## src/rtl/pong_engine.sv

```systemverilog
// pong_engine: two-player pong core with serve/point/game-over sequencing and LED scan output
// Ports:
//   CLK, RSTn        clock, asynchronous active-low reset
//   PUSH[3:0]        raw bar buttons: [1] bar1 left, [0] bar1 right, [3] bar2 left, [2] bar2 right
//   SERVE[1:0]       raw serve buttons: [0] player 1, [1] player 2
//   bar1_x, bar2_x   left cell of each bar
//   ball_x, ball_y   ball position
//   score1, score2   player scores
//   state            SERVE1=0, SERVE2=1, PLAY=2, POINT=3, OVER=4
//   led_code         {valid, type[1:0], y, x}; type 01 bar1, 10 bar2, 11 ball
module pong_engine #(
  parameter int X_W        = 3,
  parameter int Y_W        = 4,
  parameter int BAR_LEN    = 3,
  parameter int BAR1_Y     = 12,
  parameter int BAR2_Y     = 3,
  parameter int BAR_TICK   = 2000,
  parameter int BALL_TICK  = 4000000,
  parameter int SCORE_W    = 4,
  parameter int WIN_SCORE  = 9,
  parameter int HOLD_TICKS = 4
) (
  input  logic                   CLK,
  input  logic                   RSTn,
  input  logic [3:0]             PUSH,
  input  logic [1:0]             SERVE,
  output logic [X_W-1:0]         bar1_x,
  output logic [X_W-1:0]         bar2_x,
  output logic [X_W-1:0]         ball_x,
  output logic [Y_W-1:0]         ball_y,
  output logic [SCORE_W-1:0]     score1,
  output logic [SCORE_W-1:0]     score2,
  output logic [2:0]             state,
  output logic [2+Y_W+X_W:0]     led_code
);
  localparam int BC_W = $clog2(BAR_TICK + 1);
  localparam int LC_W = $clog2(BALL_TICK + 1);
  localparam int HC_W = $clog2(HOLD_TICKS + 1);
  localparam int SL_W = $clog2(2 * BAR_LEN + 1);
  localparam logic [X_W-1:0]     HALF    = X_W'(BAR_LEN / 2);
  localparam logic [X_W-1:0]     MAXX    = X_W'((1 << X_W) - BAR_LEN);
  localparam logic [X_W-1:0]     LASTX   = X_W'((1 << X_W) - 1);
  localparam logic [X_W:0]       LEN1    = (X_W + 1)'(BAR_LEN - 1);
  localparam logic [Y_W-1:0]     Y1      = Y_W'(BAR1_Y);
  localparam logic [Y_W-1:0]     Y2      = Y_W'(BAR2_Y);
  localparam logic [Y_W-1:0]     Y1S     = Y_W'(BAR1_Y - 1);
  localparam logic [Y_W-1:0]     Y2S     = Y_W'(BAR2_Y + 1);
  localparam logic [SCORE_W-1:0] SMAX    = '1;
  localparam logic [SCORE_W-1:0] WIN     = SCORE_W'(WIN_SCORE);
  localparam logic [HC_W-1:0]    HLAST   = HC_W'(HOLD_TICKS - 1);
  localparam logic [SL_W-1:0]    SL_BAR2 = SL_W'(BAR_LEN);
  localparam logic [SL_W-1:0]    SL_BALL = SL_W'(2 * BAR_LEN);

  typedef enum logic [2:0] {
    S_SERVE1 = 3'd0,
    S_SERVE2 = 3'd1,
    S_PLAY   = 3'd2,
    S_POINT  = 3'd3,
    S_OVER   = 3'd4
  } state_t;

  state_t               st, st_n;
  logic [BC_W-1:0]      bar_cnt;
  logic [LC_W-1:0]      ball_cnt;
  logic                 bar_tick, ball_tick;
  logic [3:0]           push_new, push_old, push_hit;
  logic [1:0]           serve_new, serve_old, serve_hit;
  logic                 up, up_n, lost1, lost1_n;
  logic [1:0]           dx, dx_n;
  logic [HC_W-1:0]      hold, hold_n;
  logic [X_W-1:0]       bar1_n, bar2_n, bx_n, def_x, off;
  logic [Y_W-1:0]       by_n, ny, def_y;
  logic [SCORE_W-1:0]   s1_n, s2_n;
  logic                 hit, miss, refl_l, refl_r;
  logic [SL_W-1:0]      slot;
  logic [2+Y_W+X_W:0]   code;

  assign state     = st;
  assign bar_tick  = bar_cnt == BC_W'(BAR_TICK - 1);
  assign ball_tick = ball_cnt == LC_W'(BALL_TICK - 1);
  assign push_hit  = {4{bar_tick}} & push_new & ~push_old;
  assign serve_hit = {2{bar_tick}} & serve_new & ~serve_old;

  // dx encoding: 00 = 0, 01 = +1, 11 = -1
  assign ny     = up ? ball_y + 1'b1 : ball_y - 1'b1;
  assign def_x  = up ? bar1_x : bar2_x;
  assign def_y  = up ? Y1 : Y2;
  assign off    = ball_x - def_x;
  assign miss   = up ? ball_y == Y1 : ball_y == Y2;
  // widened compare so a bar near the right edge cannot wrap
  assign hit    = ny == def_y && {1'b0, ball_x} >= {1'b0, def_x} && {1'b0, ball_x} <= {1'b0, def_x} + LEN1;
  assign refl_l = ball_x == '0 && dx == 2'b11;
  assign refl_r = ball_x == LASTX && dx == 2'b01;

  function automatic logic [X_W-1:0] step(input logic [X_W-1:0] x, input logic l, input logic r);
    return l ? (x == '0 ? x : x - 1'b1) : r ? (x == MAXX ? x : x + 1'b1) : x;
  endfunction

  function automatic logic [SCORE_W-1:0] inc_sat(input logic [SCORE_W-1:0] s);
    return s == SMAX ? s : s + 1'b1;
  endfunction

  always_ff @(posedge CLK or negedge RSTn)
    if (!RSTn) begin
      bar_cnt   <= '0;
      ball_cnt  <= '0;
      push_new  <= '0;
      push_old  <= '0;
      serve_new <= '0;
      serve_old <= '0;
    end else begin
      bar_cnt  <= bar_tick ? '0 : bar_cnt + 1'b1;
      ball_cnt <= ball_tick ? '0 : ball_cnt + 1'b1;
      if (bar_tick) begin
        push_new  <= PUSH;
        push_old  <= push_new;
        serve_new <= SERVE;
        serve_old <= serve_new;
      end
    end

  always_comb begin
    st_n    = st;
    bar1_n  = bar1_x;
    bar2_n  = bar2_x;
    bx_n    = ball_x;
    by_n    = ball_y;
    up_n    = up;
    dx_n    = dx;
    s1_n    = score1;
    s2_n    = score2;
    hold_n  = hold;
    lost1_n = lost1;
    if (st != S_OVER) begin
      bar1_n = step(bar1_x, push_hit[1], push_hit[0]);
      bar2_n = step(bar2_x, push_hit[3], push_hit[2]);
    end
    unique case (st)
      S_SERVE1: begin
        bx_n = bar1_n + HALF;
        by_n = Y1S;
        if (serve_hit[0]) begin
          st_n = S_PLAY;
          up_n = 1'b0;
          dx_n = 2'b00;
        end
      end
      S_SERVE2: begin
        bx_n = bar2_n + HALF;
        by_n = Y2S;
        if (serve_hit[1]) begin
          st_n = S_PLAY;
          up_n = 1'b1;
          dx_n = 2'b00;
        end
      end
      S_PLAY: if (ball_tick) begin
        if (miss) begin
          st_n    = S_POINT;
          hold_n  = '0;
          lost1_n = up;
          s1_n    = up ? score1 : inc_sat(score1);
          s2_n    = up ? inc_sat(score2) : score2;
        end else if (hit) begin
          up_n = ~up;
          dx_n = off < HALF ? 2'b11 : off == HALF ? 2'b00 : 2'b01;
        end else begin
          by_n = ny;
          bx_n = refl_l ? X_W'(1) : refl_r ? LASTX - 1'b1 :
                 dx == 2'b01 ? ball_x + 1'b1 : dx == 2'b11 ? ball_x - 1'b1 : ball_x;
          dx_n = refl_l ? 2'b01 : refl_r ? 2'b11 : dx;
        end
      end
      S_POINT: if (ball_tick) begin
        if (hold == HLAST)
          st_n = (score1 >= WIN || score2 >= WIN) ? S_OVER : lost1 ? S_SERVE1 : S_SERVE2;
        else
          hold_n = hold + 1'b1;
      end
      S_OVER: if (|serve_hit) begin
        st_n   = S_SERVE1;
        s1_n   = '0;
        s2_n   = '0;
        bar1_n = '0;
        bar2_n = MAXX;
        bx_n   = HALF;
        by_n   = Y1S;
        up_n   = 1'b0;
        dx_n   = 2'b00;
      end
      default: st_n = S_SERVE1;
    endcase
  end

  always_ff @(posedge CLK or negedge RSTn)
    if (!RSTn) begin
      st     <= S_SERVE1;
      bar1_x <= '0;
      bar2_x <= MAXX;
      ball_x <= HALF;
      ball_y <= Y1S;
      up     <= 1'b0;
      dx     <= 2'b00;
      score1 <= '0;
      score2 <= '0;
      hold   <= '0;
      lost1  <= 1'b0;
    end else begin
      st     <= st_n;
      bar1_x <= bar1_n;
      bar2_x <= bar2_n;
      ball_x <= bx_n;
      ball_y <= by_n;
      up     <= up_n;
      dx     <= dx_n;
      score1 <= s1_n;
      score2 <= s2_n;
      hold   <= hold_n;
      lost1  <= lost1_n;
    end

  // ball slot is flagged invalid while the ball is frozen after a miss or at game end
  assign code = slot < SL_BAR2 ? {1'b1, 2'b01, Y1, bar1_x + X_W'(slot)} :
                slot < SL_BALL ? {1'b1, 2'b10, Y2, bar2_x + X_W'(slot - SL_BAR2)} :
                {!(st == S_OVER || st == S_POINT), 2'b11, ball_y, ball_x};

  always_ff @(posedge CLK or negedge RSTn)
    if (!RSTn) begin
      slot     <= '0;
      led_code <= '0;
    end else if (bar_tick) begin
      slot     <= slot == SL_BALL ? '0 : slot + 1'b1;
      led_code <= code;
    end
endmodule

```

## config.mk

```make
export PLATFORM = sky130hd
export DESIGN_NAME = pong_engine
export DESIGN_NICKNAME = d
export VERILOG_FILES = /design/src/rtl/pong_engine.sv
export SDC_FILE = /design/constraint.sdc
export NUM_CORES = 1
export LEC_CHECK = 0
export ABC_AREA = 1
export CAP_MARGIN = 10
export CORE_MARGIN = 2
export CORE_UTILIZATION = 45
export DETAILED_ROUTE_END_ITERATION = 12
export GPL_TIMING_DRIVEN = 0
export PLACE_DENSITY = 0.62
export SYNTH_ARGS = -nofsm -noshare
export SYNTH_HDL_FRONTEND = slang
export SYNTH_SLANG_ARGS = --single-unit
```

## constraint.sdc

```tcl
create_clock -name CLK -period 3.3 [get_ports CLK]
set_clock_uncertainty 0.1 [all_clocks]
set_input_delay 0.66 -clock CLK [delete_from_list [all_inputs] [get_ports CLK]]
set_output_delay 0.66 -clock CLK [all_outputs]
set_load 0.005 [all_outputs]
```

## Word-level counts from Yosys, hierarchy flattened

Cells that the tools add are included.

| word-level totals | value |
|---|---|
| flip-flop bits (word level) | 89 |
| bits of input ports | 8 |
| output and inout bits | 34 |
| word-level logic and storage cells | 196 |

| cells by class | value |
|---|---|
| $add $sub $neg | 21 |
| magnitude comparators | 7 |
| eq/ne operators | 37 |
| multiplexer cells | 81 |
| bitwise gates (word level) | 7 |
| reductions and logical operators | 24 |

Operators with widths:

| cell | number |
|---|---|
| 3-bit two-way mux | 36 |
| 4-bit two-way mux | 15 |
| 2-bit inequality test, second input constant | 15 |
| 22-bit by 1-bit adder with 22-bit output, second input constant | 1 |
| 22-bit == test, second input constant | 1 |
| 22-bit two-way mux | 1 |
| 3-bit by 1-bit adder with 3-bit output, second input constant | 7 |
| 7-bit AND reduction | 3 |
| 10-bit two-way mux | 2 |
| 2-bit two-way mux | 9 |
| 6-bit AND reduction | 3 |
| 4-bit one-hot mux with 2 select lines | 2 |
| 4-bit one-hot mux with 4 select lines | 1 |
| 3-bit == test, second input constant | 5 |
| 3-bit one-hot mux with 5 select lines | 1 |
| 4-bit by 1-bit adder with 4-bit output, second input constant | 3 |
| 4-bit == test, second input constant | 3 |
| 3-bit zero test | 4 |
| 3-bit one-hot mux with 4 select lines | 1 |
| 11-bit by 1-bit adder with 11-bit output, second input constant | 1 |
| 11-bit == test, second input constant | 1 |
| 11-bit two-way mux | 1 |
| 5-bit AND reduction | 2 |
| 3-bit by 2-bit == test with 1-bit output, second input constant | 3 |
| other kinds (36) | 56 |

## Longest topological paths before layout

Gate-level depths: netlist of run 1.

| depth | value |
|---|---|
| word-level depth | 9 |
| mapped depth | 20 |
| gate-level depth less buffers | 19 |

## Least setup slack after synthesis of run 1

No wires, ideal clock.

| timing path | value |
|---|---|
| path kind | reg-to-reg |
| start point | reg up |
| end point | reg dx[0] |
| library setup time | 0.117 ns |
| arrival time | 2.641 ns |
| data required time | 3.083 ns |
| slack | 0.442 ns |
| cell stages (with the launch flop) | 19 |
| path buffers | 1 |
| period minus slack after synthesis | 2.858 ns |
| cell sequence | dfrtp_1 clkbuf_1 o21ai_0 inv_1 ha_1 inv_1 ha_1 nand2_1 nor2_1 o31ai_1 nor2_1 nand3_2 nand2_2 inv_1 nand3_1 nand2_1 nand2_1 o21ai_1 inv_1 |

| on the way | value |
|---|---|
| cells in the longest elaborated chain, start to end | 9 |
| elaborated cells between the ends (all ways) | 22 |
| those cells by class | add/sub (2); order compare (3); eq/ne (4); mux (10); reduce/logical (3) |

RTL lines:

| what | line | source |
|---|---|---|
| from (decl) | 68 | `logic up, up_n, lost1, lost1_n;` |
| from (signal assigned) | 214 | `up <= up_n;` |
| branches (longest 9 deep; another with 3-bit by 2-bit adder with 4-bit output) | -- |  |
| to (signal assigned) | 215 | `dx <= dx_n;` |
| to (decl) | 69 | `logic [1:0] dx, dx_n;` |

Parallel ways; which one is timed is not known. The select of a mux whose other input is x is not followed.
A chain may end at the register's enable or synchronous reset.

## Worst setup path in the final report of run 1

Ends and elaborated chain as after synthesis.

==> summary.md, run 1 <==
| Metric | Value |
|---|---|
| Final hold violations | `0` |
| Synthesized area | `5660 um2` |
| CTS clk-pin slew, worst paths | `70 ps` |
| Critical Path Source Type | `register` |
| Crit end category | `register` |
| Pre-CTS setup slack | `-133 ps` |
| Combinational group share of total power | `0.015` |
| Placed cell area | `6300 um2` |
| FF-to-FF Start | `up$_DFFE_PN0P_` |
| Most used DFF post-synth | `dfrtp_1` |
| Crit path max-delay cell type | `dfrtp_2` |
| Synth Instances | `721` |
| DRT Pass-1 Iters | `4` |
| Post-synth top area cell | `dfrtp_1` |
| Die ar. | `13500 um2` |
| Final setup fails | `0` |
| Layout cell share with drive strength beyond 1 | `0.0901` |
| Synth top area share | `0.367` |
| Yosys warns | `0` |
| Vias in the first global route | `4682` |
| Worst setup margin | `257 ps` |
| Fmax achieved | `329 MHz` |
| IO Count | `42` |
| Most common cell on crit path | `inv_1` |
| Input/output buffers | `41` |
| Placer congestion estimate | `0.889` |
| Vias per cell | `5.08` |
| CTS buffer count | `9` |
| Pins Over Slew Limit | `0` |
| Int Power | `1.72 mW` |
| Ordered cell list for the critical path | `o21ai_1 -> inv_1 -> ha_1 -> inv_1 -> ha_1 -> a21oi_1 -> o31ai_1 -> nor2_1 -> nand3_2 -> nand2_2 -> inv_1 -> nand3_1 -> nand2_1 -> o21ai_1 -> inv_1` |
| Routed WL per cell | `14.1 um` |
| RSZ-0062 raised after global routing | `false` |
| DP HPWL | `10100 um` |
| Min Tclk post-route | `3040 ps` |
| Rows | `40` |
| Leak Pwr | `3.25 nW` |
| Worst VDD drop | `0.000199 V` |
| Yosys reg bits | `89` |
| CTS tree | `built` |
| Max Root-Sink Buffers | `2` |
| First-pass GRT wire length | `22700 um` |
| Share of flip-flops with an asynchronous set or reset | `1.00` |
| Synth cell types | `48` |
| Power share of the clock group | `0.481` |
| CTS root buffer | `clkbuf_16` |
| Seq/Total Area, Yosys | `0.395` |
| MaxCap Viol Count | `0` |
| Top post-synthesis cells by area | `dfrtp_1 (37%), nand2_1 (10%), inv_1 (7.4%)` |
| GRT Resource Usage Total | `0.217` |
| Slew margin rel. | `0.440` |
| Core Footprint | `12200 um2` |
| Post-CTS Setup Inserts | `0` |
| Layout Utilization | `0.543` |
| Num Clock Sinks | `89` |
| Vias | `4802` |
| Setup Crit Path Kind | `reg -> reg` |
| Die Y | `116 um` |
| Drt initial violations | `271` |
| Post-synth EDFFs | `0` |
| Post-Syn Nets | `765` |
| Net Sw Frac | `0.205` |
| Final Cell Area | `6600 um2` |
| Remaining Overflow, GRT | `0` |
| H-tree Lvls | `3` |
| Largest net degree at the start of global routing | `71` |
| Slew @ Worst Pin | `833 ps` |
| Syn-to-layout area delta | `16.6%` |
| Crit-path max FO | `14` |
| Worst Setup SP | `up$_DFFE_PN0P_` |
| P_sw | `0.445 mW` |
| Initial antenna violation count | `0` |
| Fin nets | `817` |
| Antenna-violating nets left | `0` |
| PwrDens | `329 nW/um2` |
| Max incr delay on CP | `530 ps` |
| HP Class | `in -> async` |
| # diodes | `0` |
| Clock Latency Late Sink | `350 ps` |
| Sequential share of power | `0.503` |
| Fin Setup TNS | `0 ps` |
| Die Wd | `116 um` |
| Status | `finished clean` |
| DRC Markers | `0` |
| Initial Utilization | `0.465` |
| Final WL | `13300 um` |
| Final Cycle Share | `0.922` |
| Mean area per synthesized cell | `7.85 um2` |
| Hold Slack | `98.8 ps` |
| Worst path required time | `3440 ps` |
| CP arrival | `3190 ps` |
-- critical path, delay by kind of cell (launching register included) --
family,cells,cell delay (ps)
fa+ha+maj,2,590
flops,1,530
buf+inv,4,310
simple gates,5,630
compound gates,4,800
-- kinds of logic (layout without fill, tap and decap cells) --
kind of cell,after synthesis,count (layout),share of synthesized area
AO/OA/AOI/OAI,121,121,0.123
adder cells (fa/ha/maj),36,36,0.0862
multiplexers,1,1,0.00199
AND/OR/NAND/NOR,322,322,0.269
XOR/XNOR,23,23,0.0382
buffers and inverters,129,185,0.0873
flip-flops,89,89,0.395
-- flip-flops by register name (all words and copies together), names as in the netlist --
register   cells
ball_cnt      22
bar_cnt       11
led_code      10
ball_y         4
push_new       4
push_old       4
score1         4
score2         4
ball_x         3
bar1_x         3
bar2_x         3
hold           3
slot           3
state          3
dx             2
serve_new      2
serve_old      2
lost1          1
up             1
-- path summary, 6_finish.rpt --
check | to | slack [ps] | depth (start not counted)
worst max register to register | dx[0]$_DFFE_PN0P_ | 260 | 15
worst max-delay path | dx[0]$_DFFE_PN0P_ | 260 | 15
min in group CLK | ball_cnt[21]$_DFF_PN0_ | 380 | 1
worst min-delay path | bar_cnt[9]$_DFF_PN0_ | 100 | 1
worst min register to register | ball_cnt[21]$_DFF_PN0_ | 380 | 1
max in group asynchronous | ball_y[0]$_DFFE_PN1P_ | 2310 | 2
-- what timing repair did --
action | in CTS | in global routing
setup endpoints to repair | 7 | 2
cloned | 0 | 0
hold buffers | 0 | 0
resized for setup | 1 | 2
-- cell usage after synthesis (4+ instances only) --
cell type  count
nand2_1      154
inv_1        111
dfrtp_1       83
nor2_1        58
o21ai_0       45
nand3_1       44
a21oi_1       36
ha_1          31
nor3_1        22
xor2_1        13
o21ai_1       11
nand4_1       10
inv_2          8
xnor2_1        8
clkbuf_1       7
dfstp_2        6
nor2_2         6
fa_1           5
nand3_2        5
nor4_1         5
a2bb2oi_1      4
nand2_2        4
o211ai_1       4
o21bai_1       4
-- through the flow --
stage                     std cells  power (mW)
after detailed placement        931        1.15
after floorplan                 721        1.11
after global routing            945        2.25
after CTS                       945        2.20
after global placement          930        1.14
final                           945        2.17
-- power by group through the flow --
| stage | clock network (mW) | registers, mW | logic, mW |
|---|---|---|---|
| 6_report | 1.04 | 1.09 | 0.0333 |
| 3_3_place_gp | 0 | 1.11 | 0.0311 |
| 3_5_place_dp | 0 | 1.11 | 0.0352 |
| 2_1_floorplan | 0 | 1.11 | 0.00000172 |
| 4_1_cts | 1.07 | 1.09 | 0.0354 |
| 5_1_grt | 1.12 | 1.09 | 0.0388 |
-- per-layer routing --
metal	routed length (um)	up-vias	track usage	part of all wire
met1	6410	2250	0.294	0.48
met2	6060	81	0.343	0.45
met3	459	24	0.0332	0.034
met5	0	-	0	0
met4	406	0	0.101	0.030
li1	-	2447	-	-
-- final cells by class --
| type | instances | area, um2 |
|---|---|---|
| sequential | 89 | 2240 |
| multi-input combinational | 503 | 2930 |
| buffer | 8 | 35.0 |
| timing repair buffer | 42 | 435 |
| clock buffer | 12 | 256 |
| fill | 1177 | 5560 |
| clock inverter | 3 | 40.0 |
| tap | 168 | 210 |
| inverter | 120 | 455 |
-- layout by cell type (no fill, tap or decap), types with 6 or more instances in the layout --
| cell | synthesis | final |
|---|---|---|
| a21oi_1 | 36 | 36 |
| nand4_1 | 10 | 10 |
| nor3_1 | 22 | 22 |
| xnor2_1 | 8 | 8 |
| ha_1 | 31 | 31 |
| clkdlybuf4s50_1 | 0 | 40 |
| o21ai_0 | 45 | 44 |
| dfrtp_1 | 83 | 82 |
| xor2_1 | 13 | 13 |
| o21ai_1 | 11 | 12 |
| nand2_1 | 154 | 154 |
| nand3_1 | 44 | 44 |
| nor2_2 | 6 | 6 |
| inv_1 | 111 | 110 |
| inv_2 | 8 | 9 |
| clkbuf_16 | 0 | 9 |
| dfstp_2 | 6 | 6 |
| clkbuf_1 | 7 | 7 |
| nor2_1 | 58 | 58 |
No activity file was read; power rests on OpenSTA's default activity.
==> run 2: changes to the inputs <==
Settings changed: CORE_MARGIN 2 to not set.
==> summary.md, run 2 (synthesized netlist as in run 1, its figures left out) <==
| Metric | Value |
|---|---|
| Status | `finished clean` |
| HP Class | `in -> async` |
| Rows | `40 (unchanged)` |
| RSZ-0062 raised after global routing | `false` |
| Worst r2r dst | `dx[1]$_DFFE_PN0P_` |
| Grt met1 use | `0.281 (-0.0128)` |
| Clock Latency Late Sink | `350 ps (about the same)` |
| Fmax achieved | `337 MHz (+2.5%)` |
| Input/output buffers | `41 (unchanged)` |
| FF-to-FF Start | `up$_DFFE_PN0P_` |
| Worst VDD drop | `0.000375 V (+89%)` |
| Crit path buffers/inverters | `4 (unchanged)` |
| Reg2Reg Setup Slack | `330 ps (+70 ps)` |
| CP arrival | `3110 ps (-80 ps)` |
| Setup Crit Path Kind | `reg -> reg` |
| CTS buffer count | `9 (unchanged)` |
| Initial antenna violation count | `0 (unchanged)` |
| Hold Slack | `104 ps (+5.40 ps)` |
| Most frequent cells in the layout | `nand2_1 (154), inv_1 (110), dfrtp_1 (82)` |
| Pwr Total | `2.19 mW (+1.2%)` |
| Largest net degree at the start of global routing | `70 (-1.4%)` |
| Placer congestion estimate | `0.867 (-2.5%)` |
| Post-CTS Setup Inserts | `0 (unchanged)` |
| # diodes | `0 (unchanged)` |
| Final setup fails | `0 (unchanged)` |
| PwrDens | `332 nW/um2 (+1.1%)` |
| Ordered cell list for the critical path | `o21ai_1 -> inv_1 -> ha_1 -> inv_1 -> ha_1 -> a21oi_1 -> o31ai_1 -> nor2_1 -> nand3_2 -> nand2_2 -> inv_1 -> nand3_1 -> nand2_1 -> o21ai_1 -> inv_1` |
| Vias per cell | `5.21 (+2.4%)` |
| Worst path required time | `3440 ps (about the same)` |
| Slew @ Worst Pin | `899 ps (+65.8 ps)` |
| DRT Pass-1 Iters | `7 (+3)` |
| Antenna-violating nets left | `0 (unchanged)` |
| H-tree Lvls | `3 (unchanged)` |
| Vias | `4919 (+2.4%)` |
| Vias in the first global route | `4839 (+3.4%)` |
| Leak Pwr | `3.25 nW (about the same)` |
| GRT Resource Usage Total | `0.225 (+0.00821)` |
| MaxCap Viol Count | `0 (unchanged)` |
| CTS root buffer | `clkbuf_16` |
| Final Cycle Share | `0.900 (-0.0221)` |
| Min Tclk post-route | `2970 ps (-72.9 ps)` |
| Syn-to-layout area delta | `16.7% (about the same)` |
| DRC Markers | `0 (unchanged)` |
| Crit path max-delay cell type | `dfrtp_2` |
| Regs by FF count | `ball_cnt: 22 flops, bar_cnt: 11 flops, led_code: 10 flops` |
| Remaining Overflow, GRT | `0 (unchanged)` |
| Final WL | `13400 um (+0.32%)` |
| Largest reg by FF count | `ball_cnt` |
| Grt met3 use | `0.0556 (+0.0224)` |
| Crit path max-delay family | `compound AO/OA/AOI/OAI gates` |
| Critical Path Source Type | `register` |
| Max reg flops | `22 (unchanged)` |
| Routed WL per cell | `14.2 um (+0.32%)` |
| Drt initial violations | `343 (+27%)` |
| R2R depth | `15 (unchanged)` |
| Die Wd | `114 um (-1.7%)` |
| Met2 Track Usage GR | `0.377 (+0.0335)` |
| First-pass GRT wire length | `22800 um (+0.33%)` |
| CTS tree | `built` |
| Slew margin rel. | `0.396 (-0.0442)` |
| DP HPWL | `10100 um (-0.65%)` |
| Most common cell on crit path | `inv_1` |
| Num Clock Sinks | `89 (unchanged)` |
| Max Root-Sink Buffers | `2 (unchanged)` |
| Max incr delay on CP | `530 ps (about the same)` |
| Die Y | `114 um (-1.7%)` |
| Crit-path max FO | `14 (unchanged)` |
| Pins Over Slew Limit | `0 (unchanged)` |
| Fin nets | `817 (unchanged)` |
| Die ar. | `13000 um2 (-3.4%)` |
| Crit end category | `register` |
| IO Count | `42 (unchanged)` |
| CTS clk-pin slew, worst paths | `60 ps (about the same)` |
| Core Footprint | `12100 um2 (-0.41%)` |
| Most common cell after layout, fill and taps aside | `nand2_1` |
| Layout cell share with drive strength beyond 1 | `0.0914 (+0.00129)` |
| Final hold violations | `0 (unchanged)` |
| Initial Utilization | `0.467 (+0.00192)` |
| GR peak layer | `met2` |
## run 2: power by group
group	leakage [nW]	switching, mW	internal (mW)
logic	1.94	0.0229	0.0103
clock network	0.146	0.460	0.610
registers	1.16	0	1.09
## run 2: how the worst max path moves through the flow
stage / start / to / slack, ps / cells after the start
after detailed placement: up$_DFFE_PN0P_ / dx[1]$_DFFE_PN0P_ / -20 / 16
after global routing: bar1_x[2]$_DFF_PN0_ / dx[1]$_DFFE_PN0P_ / 60 / 18
after global placement: RSTn / score1[1]$_DFFE_PN0P_ / -1910 / 1
final: up$_DFFE_PN0P_ / dx[1]$_DFFE_PN0P_ / 330 / 15
after floorplan: up$_DFFE_PN0P_ / dx[0]$_DFFE_PN0P_ / 440 / 18
after CTS: up$_DFFE_PN0P_ / dx[1]$_DFFE_PN0P_ / 10 / 17
## run 2: stage by stage
stage	worst slack, ps	instance area, um2	instances	util	setup TNS (ps)
global placement	-1910	6280	930	0.518	-162420
global route	61.6	6610	945	0.545	0
finish	330	6610	945	0.545	0
CTS	11.5	6610	946	0.546	0
detailed placement	-23.6	6300	931	0.521	-23.6
floorplan	442	5660	721	-	0
## run 2: final cells by class
cell class / instances / area, um2
inverter: 120 / 455
clock inverter: 5 / 63.8
multi-input combinational: 503 / 2930
timing repair buffer: 42 / 435
buffer: 8 / 35.0
clock buffer: 10 / 239
tap: 168 / 210
fill: 1143 / 5510
sequential: 89 / 2240
## run 2: timing repair
item / in CTS / in global routing
setup endpoints to repair: 2 / 9
gates resized for setup: 1 / 2
cloned: 0 / 0
hold buffers: 0 / 0
endpoints found under the hold margin: 0 / 0
## run 2: metal layers
metal	vias to the layer above	routed length, um
met1	2342	6220
met2	92	6350
met5	-	0
li1	2460	-
met3	25	496
met4	0	321
